File: config.mk
export PLATFORM = sky130hd
export DESIGN_NAME = pc_fetch
export DESIGN_NICKNAME = d
export VERILOG_FILES = /design/src/rtl/pc_fetch_pkg.sv /design/src/rtl/pc_next_sel.sv /design/src/rtl/pc_fetch.sv
export SDC_FILE = /design/constraint.sdc
export NUM_CORES = 1
export LEC_CHECK = 0
export ABC_AREA = 1
export CAP_MARGIN = 20
export CORE_UTILIZATION = 40
export DETAILED_ROUTE_END_ITERATION = 16
export PLACE_DENSITY = 0.78
export SYNTH_ARGS = -nofsm -noshare
export SYNTH_HDL_FRONTEND = slang
export SYNTH_HIERARCHICAL = 1
export SYNTH_SLANG_ARGS = --single-unit
File: constraint.sdc
create_clock -name clock -period 4.02 [get_ports clock]
set_clock_uncertainty 0.05 [all_clocks]
set_input_delay 0.804 -clock clock [delete_from_list [all_inputs] [get_ports clock]]
set_output_delay 0.804 -clock clock [all_outputs]
set_load 0.02 [all_outputs]
File: src/rtl/pc_fetch_pkg.sv
// Shared definitions for the instruction-fetch unit.
//   WordW          : datapath / address width
//   ResetPcDefault : default first-fetch address after reset
//   St*            : fetch FSM state encoding
package pc_fetch_pkg;

   localparam int unsigned WordW = 32;

   localparam logic [WordW-1:0] ResetPcDefault = 32'h0000_0000;

   localparam logic [1:0] StIdle  = 2'd0;
   localparam logic [1:0] StReq   = 2'd1;
   localparam logic [1:0] StHold  = 2'd2;
   localparam logic [1:0] StFlush = 2'd3;

endpackage

File: src/rtl/pc_next_sel.sv
// Combinational next-PC selection.
//   pc_i            : current fetch PC
//   branch_taken_i  : conditional branch resolved taken
//   jump_i          : unconditional jump resolved
//   redirect_pc4_i  : PC+4 of the resolving branch/jump
//   branch_offset_i : sign-extended word offset
//   jump_index_i    : j-format target field
//   pc_seq_o        : sequential next PC (pc + 4, wraps naturally)
//   target_o        : redirect target (jump wins over branch)
//   redirect_o      : a redirect is requested this cycle
module pc_next_sel
   import pc_fetch_pkg::*;
(
   input  logic [WordW-1:0] pc_i,
   input  logic             branch_taken_i,
   input  logic             jump_i,
   input  logic [WordW-1:0] redirect_pc4_i,
   input  logic [WordW-1:0] branch_offset_i,
   input  logic [25:0]      jump_index_i,
   output logic [WordW-1:0] pc_seq_o,
   output logic [WordW-1:0] target_o,
   output logic             redirect_o
);

   logic [WordW-1:0] branch_tgt;
   logic [WordW-1:0] jump_tgt;

   always_comb begin
      pc_seq_o   = pc_i + 32'd4;
      branch_tgt = redirect_pc4_i + (branch_offset_i << 2);
      jump_tgt   = {redirect_pc4_i[31:28], jump_index_i, 2'b00};
      redirect_o = jump_i | branch_taken_i;
      target_o   = jump_i ? jump_tgt : branch_tgt;
   end

endmodule

File: src/rtl/pc_fetch.sv
// Instruction-fetch unit: issues one memory request per instruction, holds the
// returned word for decode and handles branch/jump redirects.
//   clock, reset         : clock and asynchronous active-low reset
//   branch_taken, jump   : redirect requests from the resolve stage
//   redirect_pc4, branch_offset, jump_index : redirect target operands
//   stall                : decode hazard hold
//   imem_req/addr/ack/data : instruction-memory handshake
//   instr, pc_plus4, instr_valid, instr_ready : decode handshake
module pc_fetch
   import pc_fetch_pkg::*;
#(
   parameter logic [WordW-1:0] RESET_PC = ResetPcDefault
) (
   input  logic             clock,
   input  logic             reset,
   input  logic             branch_taken,
   input  logic             jump,
   input  logic [WordW-1:0] redirect_pc4,
   input  logic [WordW-1:0] branch_offset,
   input  logic [25:0]      jump_index,
   input  logic             stall,
   output logic             imem_req,
   output logic [WordW-1:0] imem_addr,
   input  logic             imem_ack,
   input  logic [WordW-1:0] imem_data,
   output logic [WordW-1:0] instr,
   output logic [WordW-1:0] pc_plus4,
   output logic             instr_valid,
   input  logic             instr_ready
);

   logic [1:0]       state_d, state_q;
   logic [WordW-1:0] pc_d, pc_q;
   logic [WordW-1:0] flush_addr_d, flush_addr_q;
   logic [WordW-1:0] instr_d, instr_q;
   logic [WordW-1:0] pc_plus4_d, pc_plus4_q;

   logic [WordW-1:0] pc_seq;
   logic [WordW-1:0] target;
   logic             redirect;

   pc_next_sel u_pc_next_sel (
      .pc_i            (pc_q),
      .branch_taken_i  (branch_taken),
      .jump_i          (jump),
      .redirect_pc4_i  (redirect_pc4),
      .branch_offset_i (branch_offset),
      .jump_index_i    (jump_index),
      .pc_seq_o        (pc_seq),
      .target_o        (target),
      .redirect_o      (redirect)
   );

   always_comb begin
      state_d      = state_q;
      pc_d         = pc_q;
      flush_addr_d = flush_addr_q;
      instr_d      = instr_q;
      pc_plus4_d   = pc_plus4_q;
      case (state_q)
         StIdle: begin
            state_d = StReq;
            if (redirect) pc_d = target;
         end
         StReq: begin
            if (redirect) begin
               pc_d         = target;
               // Keep presenting the old address until the in-flight access returns.
               flush_addr_d = pc_q;
               state_d      = imem_ack ? StReq : StFlush;
            end else if (imem_ack) begin
               instr_d    = imem_data;
               pc_plus4_d = pc_seq;
               pc_d       = pc_seq;
               state_d    = StHold;
            end
         end
         StHold: begin
            if (redirect) begin
               pc_d    = target;
               state_d = StReq;
            end else if (instr_ready && !stall) begin
               state_d = StReq;
            end
         end
         StFlush: begin
            // Returned data is stale; only the PC tracks further redirects.
            if (redirect) pc_d = target;
            if (imem_ack) state_d = StReq;
         end
         default: state_d = StIdle;
      endcase
   end

   always_ff @(posedge clock or negedge reset) begin
      if (!reset) begin
         state_q      <= StIdle;
         pc_q         <= RESET_PC;
         flush_addr_q <= '0;
         instr_q      <= '0;
         pc_plus4_q   <= '0;
      end else begin
         state_q      <= state_d;
         pc_q         <= pc_d;
         flush_addr_q <= flush_addr_d;
         instr_q      <= instr_d;
         pc_plus4_q   <= pc_plus4_d;
      end
   end

   always_comb begin
      imem_req    = (state_q == StReq) || (state_q == StFlush);
      imem_addr   = '0;
      if (state_q == StReq)   imem_addr = pc_q;
      if (state_q == StFlush) imem_addr = flush_addr_q;
      instr       = instr_q;
      pc_plus4    = pc_plus4_q;
      instr_valid = (state_q == StHold);
   end

endmodule

* Yosys cells after proc, flatten, opt, wreduce, memory -nomap -nowiden
Index checks and enable logic that the tools add are counted.
** Word-level totals
- Register bits :: 130
- Bits of input ports :: 129
- Logic and storage cells :: 39
** Cells by class
- Add/sub/neg operators :: 2
- Equal/unequal tests :: 7
- Muxes and demuxes :: 14
- Bitwise operators :: 2
- Reduce and logical (&&, ||, !) cells :: 9
** Operators with widths (count)
- $mux W32 :: 6
- $pmux W32 S2 :: 1
- $add A32 B3 Y32 const B :: 1
- $add A32 B32 Y32 :: 1
- $mux W2 :: 6
- $pmux W2 S4 :: 1
- $reduce_and A3 Y1 :: 2
- $eq A2 B2 Y1 const B :: 2
- $reduce_and A2 Y1 :: 2
- $ne A3 B1 Y1 const B :: 1
- $ne A3 B3 Y1 const B :: 1
- $reduce_or A3 Y1 :: 1
- $eq A2 B1 Y1 const B :: 1
- $logic_not A2 Y1 :: 1
- $ne A2 B1 Y1 const B :: 1
- $ne A2 B2 Y1 const B :: 1
- $logic_and A1 B1 Y1 :: 1
- $logic_not A1 Y1 :: 1
- $logic_or A1 B1 Y1 :: 1
- $not A1 Y1 :: 1
- $or A1 B1 Y1 :: 1

* Depth between registers and ports, before layout
- Word-level depth :: 5
- Gate-level depth with buffers :: 16
- Gate-level depth less buffers :: 16

* Modules after synthesis
Netlist, hierarchy kept.
** By module, submodules not included
- pc_fetch :: times used 1, cells each 743, area an instance 5910.7 um^2, sequential area each 3253.1 um^2
- pc_next_sel :: times used 1, cells each 655, area an instance 3219.3 um^2, sequential area each 0.0 um^2

* Worst setup path before layout
Ideal clock, no wire load.
- Path kind :: input-to-reg
- Start point :: input redirect_pc4[2]
- End point :: register pc_q[10]
- Library setup time :: 0.117 ns
- Data arrival time :: 2.418 ns
- Path slack :: 1.434 ns
- Stages :: 13
- Path through :: ha_1 > fa_1 > nand3_1 > nand3_1 > nand2_1 > nand3_1 > or2_2 > nand3_1 > nand2_1 > inv_1 > nand2_1 > nand3_1 > nand2_1
** Between the ends
- Longest elaborated chain between the ends :: 4
- Elaborated cells on any way between the ends :: 5
** Ends and longest elaborated chain
- from (decl) :: line pc_fetch.sv:18 : input logic [WordW-1:0] redirect_pc4,
- $add A32 B32 Y32 (*) :: line pc_next_sel.sv:30 : branch_tgt = redirect_pc4_i + (branch_offset_i << 2);
- $mux W32 (*) :: line pc_next_sel.sv:33 : target_o = jump_i ? jump_tgt : branch_tgt;
- net target[10] :: line pc_fetch.sv:39 : logic [WordW-1:0] target;
- $mux W32 (on tied branches)
- $pmux W32 S2 (*) :: line pc_fetch.sv:60 : case (state_q)
- to (signal assigned) :: line pc_fetch.sv:104 : pc_q <= pc_d;
- to (decl) :: line pc_fetch.sv:33 : logic [WordW-1:0] pc_d, pc_q;
The timed path passes the listed nets; every way through them passes the cells marked *. The select of a mux whose other input is x is not followed.
A chain may end at the register's enable or synchronous reset.

* Worst setup path in the final report
- Start point :: register state_q[0]
- End point :: output imem_addr[28]
** Between the ends
- Longest elaborated chain between the ends :: 3
- Elaborated cells on any way between the ends :: 4
** Ends and longest elaborated chain
- from (decl) :: line pc_fetch.sv:32 : logic [1:0] state_d, state_q;
- from (signal assigned) :: line pc_fetch.sv:97 : state_q <= StIdle;
- from (signal assigned) :: line pc_fetch.sv:103 : state_q <= state_d;
- $eq A2 B1 Y1 :: line pc_fetch.sv:114 : if (state_q == StReq) imem_addr = pc_q;
- $mux W32 :: line pc_fetch.sv:114
- $mux W32 (*) :: line pc_fetch.sv:115 : if (state_q == StFlush) imem_addr = flush_addr_q;
- to (decl) :: line pc_fetch.sv:23 : output logic [WordW-1:0] imem_addr,
Mark *: on every way between the ends. The rest lies on a longest branch, timed or not.

==> results.toml <==
[run_status]
status = "finished, violations left"
violations = "design-rule violations"

[layout]
nets = 1755
multi_input_area_mm2 = 0.00478
most-common-layout-cells = "559 x nand2_1, 223 x clkdlybuf4s50_1, 208 x inv_1, 130 x dfrtp_1, 116 x nand3_1"
layout_commonest_cell = "nand2_1"
num_antenna_cells = 0
final_cell_area_mm2 = 0.0121
fillCellCount = 2070
ff_latch_area_mm2 = 0.00325
area_growth_pct = 32.6
drive_gt1_share_pct = 4.60
instances_no_fill = 1888

[die]
die_w_um = 153
core-area_mm2 = 0.0221
rows = 54
dieArea_mm2 = 0.0234
start_util_pct = 41.3
ioPinCount = 227
fp.dieH_um = 153

[critical_path]
reg2reg_depth = 7
path_class = "reg -> out"
cp.required_ns = 3.17
startpoint_type = "flop"
end_kind = "primary output"
critical_path.max_fanout = 31
worstPathArrival_ns = 2.27

[grt]
grt_util_met1_pct = 30.6
grt_max_degree = 76
grt_use_met3_pct = 4.91
groute.usage.overall_pct = 23.2
grt_overflow_total = 0
grt_pass1_wl_um = 43700
grt_pass1_vias = 8820
use_met2_pct = 38.1
grt.busiest_layer = "met2"
grt_antenna_before_repair = 0

[pwr]
peakVddDrop_mv = 0.307
p_leak_nw = 6.28
finalPower_mw = 7.07
powerDensity_mw_per_mm2 = 584

[detailed_routing]
drt_pass1_iterations = 11
antenna_left = 0
vias_per_cell = 5.01
drc = 2
routed_wl_um = 27100
drtIter0Drc = 730
wl_per_cell_um = 14.4
vias = 9464

[synth]
synth_ff_type = "dfrtp_1"
synth_nets = 1558
syn_avg_cell_area_um2 = 6.53
ys_seq_area_share_pct = 35.6
netlist_top_cells_area = "dfrtp_1 36%, nand2_1 23%, inv_1 8.6%, nand3_1 6.4%, o21ai_0 5.4%"
synth.distinct_cells = 33
async_flop_share_pct = 100
yosys.area.top_type_share_pct = 35.6
synth_enable_flop_cells = 0
synth-seq-cells = 130
yosysTopAreaCell = "dfrtp_1"
synth_area_mm2 = 0.00913
yosys_warnings = 6
syn-instance-count = 1398

[clock_network]
post_cts.repair.setup_buffers = 0
cts-htree-levels = 4
clk_latency_ns = 0.42
tritoncts = "yes"
clock_sinks = 130
cts_buffers = 17
clk_pin_slew_ns = 0.06
cts_root_buf = "clkbuf_16"
cts_hold_buf = 0
ctsResizeCount = 0
clockBufferDepth = 2

[place]
post-dp-hpwl_um = 20500
place_congestion = 0.931
dp.cells = 1856
placed_cell_area_mm2 = 0.0115
port_buffers = 224

[worst_hold_path]
hp-class = "in -> async"

[sta]
fmax_mhz = 320
tightestPinTransition_ns = 0.962
setup_violations = 0
finalHoldViolations = 0
setup_tns_ns = 0
fin_hold_ws_ns = 0.382
fin_crit_sh_pct = 77.7
period_needed_ns = 3.12
rsz0062_at_grt = "false"
slew_headroom_pct = 35.6
slew_viol_final = 0

[job]
cap_violations = 0
-- state kept, by name, summed over array words and instances, names as in the netlist --
signal and flops:
pc_plus4 32, instr 32, flush_addr_q 32, state_q 2
pc_q 32
-- power breakdown --
| part | switching (mW) | internal [mW] | total [mW] |
|---|---|---|---|
| combinational | 1.85 | 1.40 | 3.25 |
| sequential | 0.382 | 1.84 | 2.22 |
| clock | 0.607 | 1.00 | 1.61 |
-- metal layers --
metal  vias up  wire length [um]
li1       4707                 -
met1      4302             12000
met2       417             12400
met3        38              2190
met4         0               458
met5         -                 0
-- critical path, stage by stage (launching register included) --
cell	delay (ns)
dfrtp_1	0.51
buf_4	0.39
nand3_1	0.11
o21ai_0	0.17
clkdlybuf4s50_1	0.67
-- through the flow --
step / utilization, % / setup WS, ns
after global placement: 52.0 / 0.754
after CTS: 54.8 / 0.924
after global routing: 54.8 / 0.792
after floorplan: - / 1.43
after detailed placement: 52.0 / 0.739
final: 54.8 / 0.898
-- synth_stat cells, drive strengths merged, types with 5 or more instances --
cell type  count
nand3        120
inv          214
o21ai        109
xor2          19
a21oi         23
ha            30
nand2        565
xnor2         17
nor2          70
nand4         15
buf           30
dfrtp        130
nor3          17
clkbuf        22
or2            5
-- final timing paths --
kind / from / to / slack [ns]
max: state_q[0]$_DFFE_PN0P_ / imem_addr[28] / 0.90
min: reset / flush_addr_q[7]$_DFFE_PN0P_ / 0.38
max reg2reg: state_q[0]$_DFFE_PN0P_ / instr[7]$_DFFE_PN0P_ / 1.60
min reg2reg: instr[11]$_DFFE_PN0P_ / instr[11]$_DFFE_PN0P_ / 0.43
max in group asynchronous: reset / flush_addr_q[28]$_DFFE_PN0P_ / 2.69
min in group clock: instr[11]$_DFFE_PN0P_ / instr[11]$_DFFE_PN0P_ / 0.43
-- area by class of cell --
class	instances	share of cell area, %
Multi-Input combinational cell	1002	39.5
Clock inverter	14	1.48
Timing Repair Buffer	230	19.0
Clock buffer	18	3.63
Inverter	214	6.64
Tap cell	280	2.89
Sequential cell	130	26.9
-- logic make-up (layout without fill, tap and decap cells) --
group,after synthesis,after routing,share of synthesized area [%]
AO/OA/AOI/OAI,137,137,7.81
flip-flops,130,130,35.6
adder cells (fa/ha/maj),31,31,4.33
buffers and inverters,266,476,12.0
AND/OR/NAND/NOR,798,798,36.8
XOR/XNOR,36,36,3.45
No activity file was read; power rests on OpenSTA's default activity.
